--- config.mk ---
export PLATFORM = sky130hd
export DESIGN_NAME = host_reg_master
export DESIGN_NICKNAME = d
export VERILOG_FILES = /design/src/rtl/host_reg_master.sv
export SDC_FILE = /design/constraint.sdc
export NUM_CORES = 1
export LEC_CHECK = 0
export BUFFER_PORTS_ARGS = -buffer_cell sky130_fd_sc_hd__buf_2
export CORE_MARGIN = 8
export CORE_UTILIZATION = 45
export CTS_BUF_LIST = sky130_fd_sc_hd__clkbuf_16
export DETAILED_ROUTE_END_ITERATION = 8
export PLACE_DENSITY = 0.62
export RECOVER_POWER = 100
export REMOVE_ABC_BUFFERS = 1
export SYNTH_ARGS = -nofsm -noshare
export SYNTH_HDL_FRONTEND = slang
export SYNTH_SLANG_ARGS = --single-unit
--- constraint.sdc ---
create_clock -name clk_i -period 4.2 [get_ports clk_i]
set_clock_uncertainty 0.1 [all_clocks]
set_input_delay 0 -clock clk_i [delete_from_list [all_inputs] [get_ports clk_i]]
set_output_delay 0 -clock clk_i [all_outputs]
set_load 0.01 [all_outputs]
--- src/rtl/host_reg_master.sv ---
// host_reg_master
//   Host-side initiator for the register bus. Parses command frames arriving
//   on a host byte stream, performs single-word register writes and reads,
//   and returns an ack byte or the read data on the outgoing byte stream.
//
//   Frame format (all multi-byte fields LSB first):
//     write : 0x01, addr[7:0], addr[15:8], d[7:0], d[15:8], d[23:16], d[31:24]
//             response 0x01
//     read  : 0x02, addr[7:0], addr[15:8]
//             response 0x02, d[7:0], d[15:8], d[23:16], d[31:24]
//     other : response 0xEE, opcode byte discarded
//
//   Handshake rule for both byte streams: a byte moves on a rising clock edge
//   where valid and ready are both high. The sender holds data and valid
//   stable until that edge; the receiver may raise or drop ready at any time.
//
// Ports
//   clk_i, reset_i            clock, synchronous active-high reset
//   rx_data_i/valid_i/ready_o incoming host bytes
//   tx_data_o/valid_o/ready_i outgoing response bytes
//   reg_addr_o                register bus address (held between accesses)
//   reg_data_o, reg_data_oe_o write data and its bus-drive enable
//   reg_data_i                read data from the shared bus
//   reg_wr_o                  one-cycle write strobe
//   busy_o                    high whenever the FSM is not in IDLE
module host_reg_master #(
  parameter int ADDR_WIDTH   = 16,
  parameter int DATA_WIDTH   = 32,
  parameter int READ_LATENCY = 2,
  parameter int TIMEOUT      = 1024
) (
  input  logic                  clk_i,
  input  logic                  reset_i,
  input  logic [7:0]            rx_data_i,
  input  logic                  rx_valid_i,
  output logic                  rx_ready_o,
  output logic [7:0]            tx_data_o,
  output logic                  tx_valid_o,
  input  logic                  tx_ready_i,
  output logic [ADDR_WIDTH-1:0] reg_addr_o,
  output logic [DATA_WIDTH-1:0] reg_data_o,
  output logic                  reg_data_oe_o,
  input  logic [DATA_WIDTH-1:0] reg_data_i,
  output logic                  reg_wr_o,
  output logic                  busy_o
);

  localparam int ADDR_BYTES = ADDR_WIDTH / 8;
  localparam int DATA_BYTES = DATA_WIDTH / 8;
  localparam int RESP_W     = DATA_WIDTH + 8;
  localparam int CNT_W      = 4;
  localparam int TMO_W      = $clog2(TIMEOUT + 1);
  localparam int LAT_W      = $clog2(READ_LATENCY + 1);

  localparam logic [CNT_W-1:0] ADDR_LAST    = CNT_W'(ADDR_BYTES - 1);
  localparam logic [CNT_W-1:0] DATA_LAST    = CNT_W'(DATA_BYTES - 1);
  localparam logic [CNT_W-1:0] RD_RESP_LEN  = CNT_W'(DATA_BYTES + 1);
  localparam logic [CNT_W-1:0] ONE_BYTE     = CNT_W'(1);
  localparam logic [TMO_W-1:0] TMO_LAST     = TMO_W'(TIMEOUT - 1);
  localparam logic [LAT_W-1:0] LAT_LAST     = LAT_W'(READ_LATENCY - 1);

  localparam logic [7:0] OP_WRITE = 8'h01;
  localparam logic [7:0] OP_READ  = 8'h02;
  localparam logic [7:0] RESP_ERR = 8'hEE;

  typedef enum logic [2:0] {
    S_IDLE  = 3'd0,
    S_ADDR  = 3'd1,
    S_WDATA = 3'd2,
    S_WRITE = 3'd3,
    S_RWAIT = 3'd4,
    S_RESP  = 3'd5
  } state_e;

  state_e                  state_q,    state_d;
  logic                    op_read_q,  op_read_d;
  logic [CNT_W-1:0]        byte_cnt_q, byte_cnt_d;
  logic [TMO_W-1:0]        tmo_cnt_q,  tmo_cnt_d;
  logic [LAT_W-1:0]        lat_cnt_q,  lat_cnt_d;
  logic [ADDR_WIDTH-1:0]   addr_sr_q,  addr_sr_d;
  logic [DATA_WIDTH-1:0]   data_sr_q,  data_sr_d;
  logic [ADDR_WIDTH-1:0]   reg_addr_q, reg_addr_d;
  logic [DATA_WIDTH-1:0]   reg_data_q, reg_data_d;
  logic [RESP_W-1:0]       tx_sr_q,    tx_sr_d;
  logic [CNT_W-1:0]        tx_left_q,  tx_left_d;

  logic rx_accept;
  logic tx_fire;
  logic [ADDR_WIDTH-1:0] addr_next;
  logic [DATA_WIDTH-1:0] data_next;

  // Outputs are pure functions of state so they can never glitch between
  // states; rx_ready_o is additionally forced low while reset is asserted.
  assign rx_ready_o    = !reset_i &&
                         (state_q == S_IDLE || state_q == S_ADDR || state_q == S_WDATA);
  assign rx_accept     = rx_valid_i && rx_ready_o;
  assign tx_valid_o    = (state_q == S_RESP);
  assign tx_data_o     = tx_sr_q[7:0];
  assign tx_fire       = tx_valid_o && tx_ready_i;
  assign reg_wr_o      = (state_q == S_WRITE);
  assign reg_data_oe_o = (state_q == S_WRITE);
  assign reg_addr_o    = reg_addr_q;
  assign reg_data_o    = reg_data_q;
  assign busy_o        = (state_q != S_IDLE);

  // New bytes enter at the MSB end and shift right, so after N bytes the
  // first byte received sits in bits [7:0].
  assign addr_next = {rx_data_i, addr_sr_q[ADDR_WIDTH-1:8]};
  assign data_next = {rx_data_i, data_sr_q[DATA_WIDTH-1:8]};

  always_comb begin
    state_d    = state_q;
    op_read_d  = op_read_q;
    byte_cnt_d = byte_cnt_q;
    tmo_cnt_d  = tmo_cnt_q;
    lat_cnt_d  = lat_cnt_q;
    addr_sr_d  = addr_sr_q;
    data_sr_d  = data_sr_q;
    reg_addr_d = reg_addr_q;
    reg_data_d = reg_data_q;
    tx_sr_d    = tx_sr_q;
    tx_left_d  = tx_left_q;

    case (state_q)
      S_IDLE: begin
        if (rx_accept) begin
          byte_cnt_d = '0;
          tmo_cnt_d  = '0;
          if (rx_data_i == OP_WRITE) begin
            op_read_d = 1'b0;
            state_d   = S_ADDR;
          end else if (rx_data_i == OP_READ) begin
            op_read_d = 1'b1;
            state_d   = S_ADDR;
          end else begin
            tx_sr_d   = RESP_W'(RESP_ERR);
            tx_left_d = ONE_BYTE;
            state_d   = S_RESP;
          end
        end
      end

      S_ADDR: begin
        if (rx_accept) begin
          addr_sr_d = addr_next;
          tmo_cnt_d = '0;
          if (byte_cnt_q == ADDR_LAST) begin
            byte_cnt_d = '0;
            if (op_read_q) begin
              // Address goes onto the bus as RWAIT is entered.
              reg_addr_d = addr_next;
              lat_cnt_d  = '0;
              state_d    = S_RWAIT;
            end else begin
              state_d = S_WDATA;
            end
          end else begin
            byte_cnt_d = byte_cnt_q + ONE_BYTE;
          end
        end else if (tmo_cnt_q == TMO_LAST) begin
          state_d = S_IDLE;
        end else begin
          tmo_cnt_d = tmo_cnt_q + 1'b1;
        end
      end

      S_WDATA: begin
        if (rx_accept) begin
          data_sr_d = data_next;
          tmo_cnt_d = '0;
          if (byte_cnt_q == DATA_LAST) begin
            byte_cnt_d = '0;
            reg_addr_d = addr_sr_q;
            reg_data_d = data_next;
            state_d    = S_WRITE;
          end else begin
            byte_cnt_d = byte_cnt_q + ONE_BYTE;
          end
        end else if (tmo_cnt_q == TMO_LAST) begin
          state_d = S_IDLE;
        end else begin
          tmo_cnt_d = tmo_cnt_q + 1'b1;
        end
      end

      S_WRITE: begin
        tx_sr_d   = RESP_W'(OP_WRITE);
        tx_left_d = ONE_BYTE;
        state_d   = S_RESP;
      end

      S_RWAIT: begin
        // RWAIT lasts READ_LATENCY cycles; the sample edge is the one that
        // leaves it, READ_LATENCY edges after the address was driven.
        if (lat_cnt_q == LAT_LAST) begin
          tx_sr_d   = {reg_data_i, OP_READ};
          tx_left_d = RD_RESP_LEN;
          state_d   = S_RESP;
        end else begin
          lat_cnt_d = lat_cnt_q + 1'b1;
        end
      end

      S_RESP: begin
        if (tx_fire) begin
          tx_sr_d   = tx_sr_q >> 8;
          tx_left_d = tx_left_q - ONE_BYTE;
          if (tx_left_q == ONE_BYTE) begin
            state_d = S_IDLE;
          end
        end
      end

      default: begin
        state_d = S_IDLE;
      end
    endcase
  end

  always_ff @(posedge clk_i) begin
    if (reset_i) begin
      state_q    <= S_IDLE;
      op_read_q  <= 1'b0;
      byte_cnt_q <= '0;
      tmo_cnt_q  <= '0;
      lat_cnt_q  <= '0;
      addr_sr_q  <= '0;
      data_sr_q  <= '0;
      reg_addr_q <= '0;
      reg_data_q <= '0;
      tx_sr_q    <= '0;
      tx_left_q  <= '0;
    end else begin
      state_q    <= state_d;
      op_read_q  <= op_read_d;
      byte_cnt_q <= byte_cnt_d;
      tmo_cnt_q  <= tmo_cnt_d;
      lat_cnt_q  <= lat_cnt_d;
      addr_sr_q  <= addr_sr_d;
      data_sr_q  <= data_sr_d;
      reg_addr_q <= reg_addr_d;
      reg_data_q <= reg_data_d;
      tx_sr_q    <= tx_sr_d;
      tx_left_q  <= tx_left_d;
    end
  end

endmodule

==> qor.yml <==
power_and_ir_drop:
  leakagePower_nw: 2.75
  finalPower_mw: 4.33
  ir_drop_v: 0.000359
  power.density_nw_per_um2: 530
final_layout:
  nNetsFinal: 965
  area_growth_pct: 17.9
  final_common_cell: "nand2_1"
  n_fill_cell: 1444
  final_layout_size_suffix_gt1_share_pct: 10.9
  num_antenna_cells: 0
  final_cell_mix: "197 x nand2_1, 153 x dfxtp_1, 107 x a21oi_1"
clocking:
  cts_buffers: 17
  clkTransAtPathRegs_ns: 0.06
  cts_max_level: 4
  cts_tree: "done"
  worst_skew_pair.late_latency_ns: 0.42
  clock_sinks: 153
  postCtsSetupBuffers: 0
  clockBufferDepth: 2
  root_buffer: "clkbuf_16"
global_route:
  grt_pass1_vias: 6031
  gr-total-overflow: 0
  grt_pass1_wl_mm: 29.9
  track_usage_pct: 18.1
  antenna_found_initial: 0
  grt_max_degree: 89
sta:
  finalHoldViolCount: 0
  rsz0062_at_grt: "no"
  fin_crit_sh_pct: 78.9
  worstMarginPinSlew_ns: 1.43
  slew_viol_final: 0
  fin_crit_ns: 3.31
  setup_viol: 0
  finalSetupTns_ns: 0
  slew_headroom_pct: 4.87
  fmax_mhz: 302
synth:
  yosys_register_bits: 153
  synth.avg_cell_area_um2: 8.47
  ys_types: 70
  netlist_instances: 819
  synth_area_leaders: "dfxtp_1 44%, nand2_1 11%, a21oi_1 7.7%"
  ys.flop_type: "dfxtp_1"
  yosys.area.top_type: "dfxtp_1"
  synthDominantCellAreaShare_pct: 44.2
  ys_async_sr_fraction_pct: 0
  yosys_warnings: 0
  netlist_area_um2: 6930
  yosysSeqAreaShare_pct: 44.2
  synth_edf_count: 0
die:
  die_area_um2: 19600
  ioPinCount: 105
  rows: 45
  core_area_um2: 15100
  initial_core_util_pct: 45.8
  fp.dieH_um: 140
  die_w_um: 140
setup_path:
  criticalPathCategory: "flop to flop"
  cp_top_family: "simple AND/OR/NAND/NOR gates"
  critical-path-max-stage-delay_ns: 0.94
  required_ns: 4.42
  cp_cell_sequence: "nor3b_1 -> buf_4 -> nand2_1 -> o32ai_1"
  endpoint_kind: "flop"
  arrival_ns: 3.53
  crit_path_max_fanout: 25
  cp-start-kind: "flop"
  crit_buf_inv: 1
  slowest_stage: "nor3b_1"
routing:
  dr.pass1.iters: 5
  ant_nets: 0
  post_drt_wl_per_cell_um: 15.8
  vias: 6242
  drtIter0Drc: 447
  drc: 0
  routed_via_density: 5.59
  postRouteWirelength_mm: 17.7
worst_hold_path:
  hp-class: "input port to flop"
placement:
  finalWeightedCongestion: 0.831
  hpwl_mm: 11.1
  port_buffers: 104
run_status:
  outcome: "completed"
run:
  maxCapViolCount: 0
-- area by class of cell --
type                            count  area, um2  share of cell area [%]
Timing Repair Buffer              156        935                    11.4
Sequential cell                   153       3060                    37.5
Clock buffer                       17        425                    5.21
Clock inverter                     15        153                    1.87
Tap cell                          188        235                    2.88
Multi-Input combinational cell    575       3320                    40.6
Inverter                           12       45.0                   0.551
-- final timing paths --
path,end,cells after the start,slack (ns),startpoint
worst max-delay path,state_q[1],4,0.89,state_q[1]
worst min-delay path,tx_left_q[3],2,0.06,reset_i
worst max register to register,state_q[1],4,0.89,state_q[1]
worst min register to register,reg_data_o[5],2,0.35,data_sr_q[13]
-- cell usage after synthesis, drive strengths merged, types with 4 or more instances --
master and count:
xor2 4, a31oi 33, mux2i 19, a21oi 107, nand3 8, nand2 197, buf 43, nor3b 4
and2 4, ha 6, nand2b 21, nand3b 12, dfxtp 153, a22oi 24, nor3 6, or3b 4
nor2b 5, o21ai 6, nor2 13, inv 12, clkbuf 36, a311oi 15, a211oi 37
-- report_power, final --
| part | switching (mW) | internal [mW] |
|---|---|---|
| combinational | 0.703 | 0.424 |
| sequential | 0.125 | 1.59 |
| clock | 0.610 | 0.875 |
-- per-stage QoR --
| stage | cells | setup WS [ns] | util [%] | instance area [um2] | hold WS (ns) |
|---|---|---|---|---|---|
| 2_1_floorplan | 740 | 0.728 | - | 6510 | -0.0640 |
| 3_3_place_gp | 1042 | 1.34 | 48.5 | 7350 | 0.174 |
| 3_5_place_dp | 1042 | 1.20 | 48.5 | 7350 | 0.182 |
| 4_1_cts | 1116 | 1.20 | 55.1 | 8350 | 0.0544 |
| 5_1_grt | 1116 | 0.618 | 54.0 | 8170 | 0.0839 |
| 6_report | 1116 | 0.888 | 54.0 | 8170 | 0.0589 |
-- metal layers --
metal	track usage (%)	share of wire, %	routed length [um]	vias to the layer above
met2	30.0	48	8560	129
li1	-	-	-	3107
met5	0	0	0	-
met3	4.52	4.6	817	20
met4	6.06	1.5	260	0
met1	22.5	45	8020	2986
-- state kept, by name (all words and copies together), names as in the netlist --
name and count:
reg_data_o 32, byte_cnt_q 4, tx_left_q 4, data_sr_q 24, tmo_cnt_q 11, tx_sr_q 40, addr_sr_q 16, state_q 3
lat_cnt_q 2, op_read_q 1, reg_addr_o 16
-- timing repair --
item | in CTS | in global routing
endpoints found under the setup margin | 0 | 0
hold endpoints to repair | 68 | 0
hold buffers | 42 | 0
resized for setup | 0 | 0
-- worst register-to-register path, delay by kind of cell (launching register included) --
family,cells,cell delay [ns]
AND/OR/NAND/NOR,2,1.49
AO/OA/AOI/OAI,1,0.46
flip-flops,1,0.84
buffers and inverters,1,0.34
-- cell families (layout without fill, tap and decap cells) --
logic type	count (synthesis)	count (layout)	synth area share, %
mux	20	20	2.96
buf+inv	91	200	6.70
fa+ha+maj	6	6	1.08
flops	153	153	44.2
compound gates	249	249	24.4
xor+xnor	5	5	0.632
simple gates	295	295	20.1
Note: power is estimated with default switching activity, not from simulation.
